## config.mk

```make
export PLATFORM = sky130hd
export DESIGN_NAME = seq_ctrl
export DESIGN_NICKNAME = d
export VERILOG_FILES = /design/src/rtl/seq_ctrl_pkg.sv /design/src/rtl/seq_ctrl_step_counter.sv /design/src/rtl/seq_ctrl.sv
export SDC_FILE = /design/constraint.sdc
export NUM_CORES = 1
export LEC_CHECK = 0
export CAP_MARGIN = 10
export CORE_MARGIN = 4
export CORE_UTILIZATION = 35
export DETAILED_ROUTE_END_ITERATION = 10
export SYNTH_ARGS = -nofsm -noshare
export SYNTH_HDL_FRONTEND = slang
export SYNTH_SLANG_ARGS = --single-unit
```

## constraint.sdc

```tcl
create_clock -name clk -period 3.55 [get_ports clk]
set_input_delay 0.71 -clock clk [delete_from_list [all_inputs] [get_ports clk]]
set_output_delay 0.71 -clock clk [all_outputs]
set_load 0.1 [all_outputs]
```

## src/rtl/seq_ctrl_pkg.sv

```systemverilog
// -----------------------------------------------------------------------------
// seq_ctrl_pkg
// Shared CPU sequencer definitions: FSM state codes, micro-step and
// instruction-counter widths, and a small helper for the step ceiling.
// No ports (package).
// -----------------------------------------------------------------------------
package seq_ctrl_pkg;

  localparam int STEP_W  = 4;
  localparam int CNT_W   = 16;
  localparam int STATE_W = 3;

  localparam logic [STEP_W-1:0] STEP_MAX = 4'd15;

  // FSM state codes, visible to the control unit through state_o
  localparam logic [STATE_W-1:0] ST_IDLE   = 3'd0;
  localparam logic [STATE_W-1:0] ST_RUN    = 3'd1;
  localparam logic [STATE_W-1:0] ST_PAUSE  = 3'd2;
  localparam logic [STATE_W-1:0] ST_HALTED = 3'd3;
  localparam logic [STATE_W-1:0] ST_FAULT  = 3'd4;

  // True when one more increment would overflow the micro-step counter
  function automatic logic stepAtMax(input logic [STEP_W-1:0] stepVal);
    return stepVal == STEP_MAX;
  endfunction

endpackage

```

## src/rtl/seq_ctrl_step_counter.sv

```systemverilog
// -----------------------------------------------------------------------------
// step_counter
// Micro-step counter plus completed-instruction counter. The owning FSM
// decides which single operation happens on each edge.
// Ports:
//   clk, rst_n     clock, async active-low reset
//   i_clear        force step to 0, count unchanged (restart after halt/fault)
//   i_inc          advance step by one
//   i_complete     instruction done: step to 0, count + 1 (wraps)
//   o_step         current micro-step
//   o_count        completed-instruction count
// -----------------------------------------------------------------------------
module step_counter
  import seq_ctrl_pkg::*;
(
  input  logic              clk,
  input  logic              rst_n,
  input  logic              i_clear,
  input  logic              i_inc,
  input  logic              i_complete,
  output logic [STEP_W-1:0] o_step,
  output logic [CNT_W-1:0]  o_count
);

  localparam logic [STEP_W-1:0] STEP_ONE = 1;
  localparam logic [CNT_W-1:0]  CNT_ONE  = 1;

  logic [STEP_W-1:0] r_step;
  logic [CNT_W-1:0]  r_count;

  // Clear outranks completion, which outranks increment; the FSM never
  // asserts more than one, the ordering just keeps the behaviour defined.
  // The instruction counter wraps naturally at its width.
  always_ff @(posedge clk or negedge rst_n) begin
    if (!rst_n) begin
      r_step  <= '0;
      r_count <= '0;
    end else if (i_clear) begin
      r_step  <= '0;
    end else if (i_complete) begin
      r_step  <= '0;
      r_count <= r_count + CNT_ONE;
    end else if (i_inc) begin
      r_step  <= r_step + STEP_ONE;
    end
  end

  assign o_step  = r_step;
  assign o_count = r_count;

endmodule

```

## src/rtl/seq_ctrl.sv

```systemverilog
// -----------------------------------------------------------------------------
// seq_ctrl
// CPU sequencer: run/pause/halt/fault FSM driving the micro-step counter.
// Ports:
//   clk, rst_n     clock (rising edge), async active-low reset
//   start          pulse: begin or resume execution
//   stop           pulse: pause at the next instruction boundary
//   single_mode    level: pause after every instruction
//   sc_inc         step-advance request (honoured only in RUN)
//   sc_reset       instruction complete (honoured only in RUN)
//   halt           HLT executed (honoured only in RUN)
//   step           current micro-step to the control unit
//   cpu_run        registered execution enable (1 only in RUN)
//   state_o        encoded FSM state
//   halted, fault  registered state flags
//   instr_count    completed-instruction counter
// -----------------------------------------------------------------------------
module seq_ctrl
  import seq_ctrl_pkg::*;
(
  input  logic               clk,
  input  logic               rst_n,
  input  logic               start,
  input  logic               stop,
  input  logic               single_mode,
  input  logic               sc_inc,
  input  logic               sc_reset,
  input  logic               halt,
  output logic [STEP_W-1:0]  step,
  output logic               cpu_run,
  output logic [STATE_W-1:0] state_o,
  output logic               halted,
  output logic               fault,
  output logic [CNT_W-1:0]   instr_count
);

  logic [STATE_W-1:0] r_state;
  logic               r_stopPending;
  logic               r_cpuRun;
  logic               r_halted;
  logic               r_fault;

  logic [STATE_W-1:0] w_nextState;
  logic               w_stopPendingNext;
  logic               w_clear;
  logic               w_inc;
  logic               w_complete;
  logic               w_startAccepted;
  logic [STEP_W-1:0]  w_step;
  logic [CNT_W-1:0]   w_count;

  // A stop on the same edge as start vetoes the start
  assign w_startAccepted = start & ~stop;

  // Next-state and counter control. Control-unit inputs are only looked at
  // in RUN; elsewhere only start can move the FSM. Pausing is decided only
  // at an sc_reset boundary so an instruction is never cut short.
  always_comb begin
    w_nextState = r_state;
    w_clear     = 1'b0;
    w_inc       = 1'b0;
    w_complete  = 1'b0;
    case (r_state)
      ST_IDLE, ST_PAUSE: begin
        if (w_startAccepted) w_nextState = ST_RUN;
      end
      ST_HALTED, ST_FAULT: begin
        if (w_startAccepted) begin
          w_nextState = ST_RUN;
          w_clear     = 1'b1;
        end
      end
      ST_RUN: begin
        if (halt) begin
          w_nextState = ST_HALTED;
        end else if (sc_reset) begin
          w_complete = 1'b1;
          if (single_mode || r_stopPending) w_nextState = ST_PAUSE;
        end else if (sc_inc) begin
          if (stepAtMax(w_step)) w_nextState = ST_FAULT;
          else                   w_inc       = 1'b1;
        end
      end
      default: w_nextState = ST_IDLE;
    endcase
  end

  // The stop request is remembered only while execution continues; any
  // exit from RUN consumes or discards it.
  always_comb begin
    w_stopPendingNext = r_stopPending;
    if (w_nextState != ST_RUN)            w_stopPendingNext = 1'b0;
    else if (r_state == ST_RUN && stop)   w_stopPendingNext = 1'b1;
  end

  // State and status flags are registered from the next state, so cpu_run
  // drops on the very edge the FSM leaves RUN.
  always_ff @(posedge clk or negedge rst_n) begin
    if (!rst_n) begin
      r_state       <= ST_IDLE;
      r_stopPending <= 1'b0;
      r_cpuRun      <= 1'b0;
      r_halted      <= 1'b0;
      r_fault       <= 1'b0;
    end else begin
      r_state       <= w_nextState;
      r_stopPending <= w_stopPendingNext;
      r_cpuRun      <= (w_nextState == ST_RUN);
      r_halted      <= (w_nextState == ST_HALTED);
      r_fault       <= (w_nextState == ST_FAULT);
    end
  end

  step_counter u_stepCounter (
    .clk        (clk),
    .rst_n      (rst_n),
    .i_clear    (w_clear),
    .i_inc      (w_inc),
    .i_complete (w_complete),
    .o_step     (w_step),
    .o_count    (w_count)
  );

  assign step        = w_step;
  assign instr_count = w_count;
  assign cpu_run     = r_cpuRun;
  assign state_o     = r_state;
  assign halted      = r_halted;
  assign fault       = r_fault;

endmodule

```

Yosys cells after proc, flatten, opt, wreduce, memory -nomap -nowiden. Index checks and enable logic that the tools add are counted.

Bitwise logic cells: 3. Multiplexer cells: 22. Reduce and logical (&&, ||, !) cells: 8. Equality and inequality tests: 9. $add $sub $neg: 2.

Operator list (number): $mux W3 (6); $add A16 B1 Y16 const B (1); $mux W1 (12); $mux W4 (3); $eq A3 B2 Y1 const B (3); $eq A3 B1 Y1 const B (2); $eq A3 B3 Y1 const B (2); $pmux W3 S2 (1); $add A4 B1 Y4 const B (1); $eq A4 B4 Y1 const B (1); $reduce_or A4 Y1 (1); $logic_not A3 Y1 (1); $ne A3 B1 Y1 const B (1); $reduce_bool A3 Y1 (1); $not A1 Y1 (2); $reduce_and A2 Y1 (1); $reduce_bool A2 Y1 (1); $reduce_or A2 Y1 (1); $and A1 B1 Y1 (1); $logic_and A1 B1 Y1 (1); $logic_or A1 B1 Y1 (1).

Output and inout port bits: 26. Flip-flop bits (word level): 27. Bits of input ports: 8. Word-level logic and storage cells: 51.

Logic depth before layout (Yosys ltp).
Depth in word-level cells: 9. Gate-level depth with buffers: 5. Gate-level depth less buffers: 5.

Hierarchy. Synthesis repeated with hierarchy kept, for this count alone.

Cells, all modules: 114. Area total of the unflattened synthesis: 1288.7 um2.

Modules (own cells, without submodules): step_counter (area each 900.9 um2, cells an instance 76, sequential area each 500.5 um2, instances 1); seq_ctrl (area each 387.9 um2, cells an instance 38, sequential area each 175.2 um2, instances 1).

Worst setup path before layout. Ideal clock, no wire load.

Path kind: reg-to-reg. Start: reg u_stepCounter.r_step[0], in the netlist u_stepCounter.o_step[0]. End: reg r_fault, in the netlist fault. Cell stages (with the launch flop): 6. Library setup time: 0.077 ns. Period minus slack after synthesis: 2.489 ns. Buffers on the path: 0. Required time: 3.473 ns. Data arrival time: 2.411 ns. Slack: 1.061 ns. Cell sequence: dfrtp_1 > ha_1 > nand3_2 > or3b_4 > or4b_1 > a21oi_1.

Cells in the longest elaborated chain, start to end: 7.

RTL lines: start, declared (line seq_ctrl_step_counter.sv:28) `logic [STEP_W-1:0] r_step;`; start signal, assigned (line seq_ctrl_step_counter.sv:44) `r_step <= r_step + STEP_ONE;`; $eq A4 B4 Y1 (line seq_ctrl_pkg.sv:24) `return stepVal == STEP_MAX;`; $mux W3 (line seq_ctrl.sv:80) `if (stepAtMax(w_step)) w_nextState = ST_FAULT;`; $mux W3 (line seq_ctrl.sv:79) `end else if (sc_inc) begin`; $mux W3 (line seq_ctrl.sv:76) `end else if (sc_reset) begin`; $mux W3 (line seq_ctrl.sv:74) `if (halt) begin`; $pmux W3 S2 (line seq_ctrl.sv:63) `case (r_state)`; $eq A3 B3 Y1 (line seq_ctrl.sv:110) `r_fault <= (w_nextState == ST_FAULT);`; end signal, assigned (line seq_ctrl.sv:110); end, declared (line seq_ctrl.sv:41) `logic r_fault;`.

No other way between the ends. A chain may end at the register's enable or synchronous reset.

Worst setup path in the final report.
Start: reg u_stepCounter.r_count[0], in the netlist u_stepCounter.o_count[0]. End: out instr_count[0].

RTL lines: start, declared (line seq_ctrl_step_counter.sv:29) `logic [CNT_W-1:0] r_count;`; start signal, assigned (line seq_ctrl_step_counter.sv:42) `r_count <= r_count + CNT_ONE;`; end, declared (line seq_ctrl.sv:34) `output logic [CNT_W-1:0] instr_count`.

No word-level cell between the ends.

==> run_results.csv <==
group,metric,value,unit
outcome,status,"finished, final reports clean",
grt,grt.overflow.total,0,
place,dp_hpwl,1988,um
worst_setup_path,start_kind,"register",
worst_setup_path,critPathCaptureType,"output port",
drt,drt-initial-drc-count,39,
worst_setup_path,critPathMaxStageDelay,1.17,ns
synth,yosysSeqAreaShare,0.5128,
die,design.die.area,4810,um^2
sta,worst_pin_slew,0.9708,ns
cells_and_area,fin_nets,164,
synth,synthesis.area,1318,um^2
clock_tree,clock_path_buffers,2,
grt,grt_max_degree,28,
drt,num_vias,1017,
die,die_w,69.36,um
min_path,min-delay-start,"u_stepCounter.o_count[15]",
clock_tree,insertion_delay,0.27,ns
synth,yosys-top-cells-area,"dfrtp_1 (51%), xnor2_1 (8.6%), nand4_1 (3.3%)",
worst_setup_path,worst-r2r-cell-count,5,
min_path,holdPathEnd,"u_stepCounter.o_count[15]",
sta,finalHoldViolations,0,
drt,wl_met3,145,um
min_path,worstHoldPathType,"reg2reg",
drt,wl_per_cell,12.77,um
drt,antenna_left,0,
pwr,power_density,741.9,nW/um^2
die,start_util,0.3599,
synth,syn_nets,128,
drt,route.met2.wl,1265,um
die,num_rows,22,
grt,grt_antenna_before_repair,0,
synth,yosysUniqueCellTypes,37,
worst_setup_path,r2r-end,"state_o[2]",
sta,slew_violations,0,
clock_tree,htree_num_levels,1,
worst_setup_path,path_cells,"clkdlybuf4s50_1",
place,routabilityCongestion,0.7736,
drt,drt_wl_total,2566,um
clock_tree,cts_sinks,27,
drt,dr.pass1.iters,4,
worst_setup_path,worstReg2RegStart,"u_stepCounter.o_step[0]",
job,cap_violations,0,
clock_tree,cts_buffers,3,
cells_and_area,antenna_cells,0,
clock_tree,cts.clk_slew.worst_paths,0.09,ns
cells_and_area,fin_cells,201,
clock_tree,cts_setup_buffers,0,
die,num_io_pins,34,
pwr,leakagePower,0.0007380,uW
pwr,ir_worst_vdd,0.3775,mV
grt,grt_pass1_vias,1015,
cells_and_area,nFillCells,348,
sta,rsz0062_at_grt,"no",
clock_tree,ctsHoldBuffers,0,
clock_tree,ctsResizeCount,0,
place,numPortBuffers,33,
synth,synth_top_area_cell,"dfrtp_1",
worst_setup_path,cp_top_family,"buffers and inverters",
synth,synth_top_area_share,0.5128,
sta,layout_min_cycle_time,2.593,ns
grt,grt_pass1_wl,4567,um
sta,fin_crit_sh,0.7304,
die,dieHeight,69.36,um
worst_setup_path,cp_max_fo,4,
drt,dr.max_layer_used,"met4",
cells_and_area,utilization,0.4757,
drt,wl_met1,1132,um
synth,postSynthAreaPerCell,11.17,um^2
sta,max_slew_margin,0.3508,
drt,drc,0,
die,coreArea,3661,um^2
drt,via_per_inst,5.060,
synth,yosys_register_bits,27,
worst_setup_path,arrival,1.88,ns
clock_tree,cts-root-buf,"clkbuf_8",
clock_tree,cts_tree,"built",
worst_setup_path,r2r_slack,1.66,ns
worst_setup_path,path_class,"reg2out",
min_path,whs_path_depth,1,
worst_setup_path,crit_slowest_cell,"clkdlybuf4s50_1",
sta,fmax,0.3857,GHz
worst_setup_path,cp.buffers_inverters,1,
sta,fin_skew,0.006686,ns
synth,yosysWarnings,0,
cells_and_area,post_route_cells_drive_above_1_share,0.1111,
grt,grt_usage,0.1122,
worst_setup_path,cp_data_required_time,2.84,ns
sta,finalSetupTns,0,ns
cells_and_area,area_growth,32.19,%
place,dp.cells,197,
synth,synthCells,118,
sta,finalSetupViolCount,0,
area by class of cell:
class,instances,area [um^2],area share
multi-input combinational,87,625.6,0.3592
inverter,1,3.754,0.002155
clock buffer,3,41.29,0.02371
tap,48,60.06,0.03448
sequential,27,675.6,0.3879
clock inverter,1,7.507,0.004310
timing repair buffer,34,327.8,0.1882
routing by layer:
| layer | vias to the layer above | track usage |
|---|---|---|
| met3 | 2 | 0.02319 |
| li1 | 495 | - |
| met2 | 30 | 0.1864 |
| met1 | 490 | 0.1460 |
| met4 | 0 | 0.03471 |
| met5 | - | 0 |
kinds of logic after synthesis:
kind of cell	Yosys count	synth area share
AND/OR/NAND/NOR	53	0.2621
flip-flops	27	0.5128
multiplexers	2	0.01614
XOR/XNOR	17	0.1130
AO/OA/AOI/OAI	13	0.06457
buffers and inverters	4	0.01234
adder cells (fa/ha/maj)	2	0.01899
power breakdown:
group	internal [uW]	switching (uW)
registers	362	78.1
clock network	79.6	97.6
logic	180	495
cell usage after synthesis, drive strengths merged:
library cell	instances
and4	1
dfrtp	27
a31oi	2
xor2	4
nand2b	2
mux2	1
nor2	9
and3	2
o21ai	3
a311oi	1
nor3b	2
or4bb	1
a21oi	3
or3b	2
or4b	2
o221ai	1
o211a	1
nand3	9
buf	1
nand4	7
nand2	8
o21bai	2
nor3	3
nor4	2
ha	2
xnor2	13
mux2i	1
inv	1
nor4b	1
nor2b	1
clkbuf	2
and3b	1
cells in the final DEF (no fill, tap or decap), drive strengths merged, types with 4 or more instances in the layout:
| cell | netlist | routed |
|---|---|---|
| buf | 1 | 5 |
| nor2 | 9 | 9 |
| xor2 | 4 | 4 |
| xnor2 | 13 | 13 |
| nand3 | 9 | 9 |
| dfrtp | 27 | 27 |
| nand2 | 8 | 8 |
| nand4 | 7 | 7 |
| clkdlybuf4s50 | 0 | 29 |
flip-flops by register name, indices dropped and copies added (netlist names):
signal                 flops
u_stepCounter.o_count     16
state_o                    3
halted                     1
fault                      1
u_stepCounter.o_step       4
r_stopPending              1
cpu_run                    1
per-stage QoR:
step | cell area (um^2) | power, uW | setup slack [ns] | hold slack [ns]
after floorplan | 1318 | 969.2 | 1.061 | 0.4144
after global placement | 1693 | 1119 | 1.018 | 0.4635
after detailed placement | 1693 | 1127 | 0.9865 | 0.4723
after CTS | 1742 | 1307 | 0.9420 | 0.4853
after global routing | 1742 | 1360 | 0.9123 | 0.5149
final | 1742 | 1292 | 0.9570 | 0.4739
worst max path at each step:
| stage | from | endpoint | slack (ns) | depth (start not counted) |
|---|---|---|---|---|
| 3_5_place_dp | halt | u_stepCounter.o_count[13] | 0.99 | 5 |
| 3_3_place_gp | halt | u_stepCounter.o_count[15] | 1.02 | 5 |
| 4_1_cts | u_stepCounter.o_count[0] | instr_count[0] | 0.94 | 1 |
| 6_report | u_stepCounter.o_count[0] | instr_count[0] | 0.96 | 1 |
| 2_1_floorplan | u_stepCounter.o_step[0] | fault | 1.06 | 5 |
| 5_1_grt | u_stepCounter.o_count[10] | instr_count[10] | 0.91 | 1 |
Note: power is estimated with default switching activity, not from simulation.
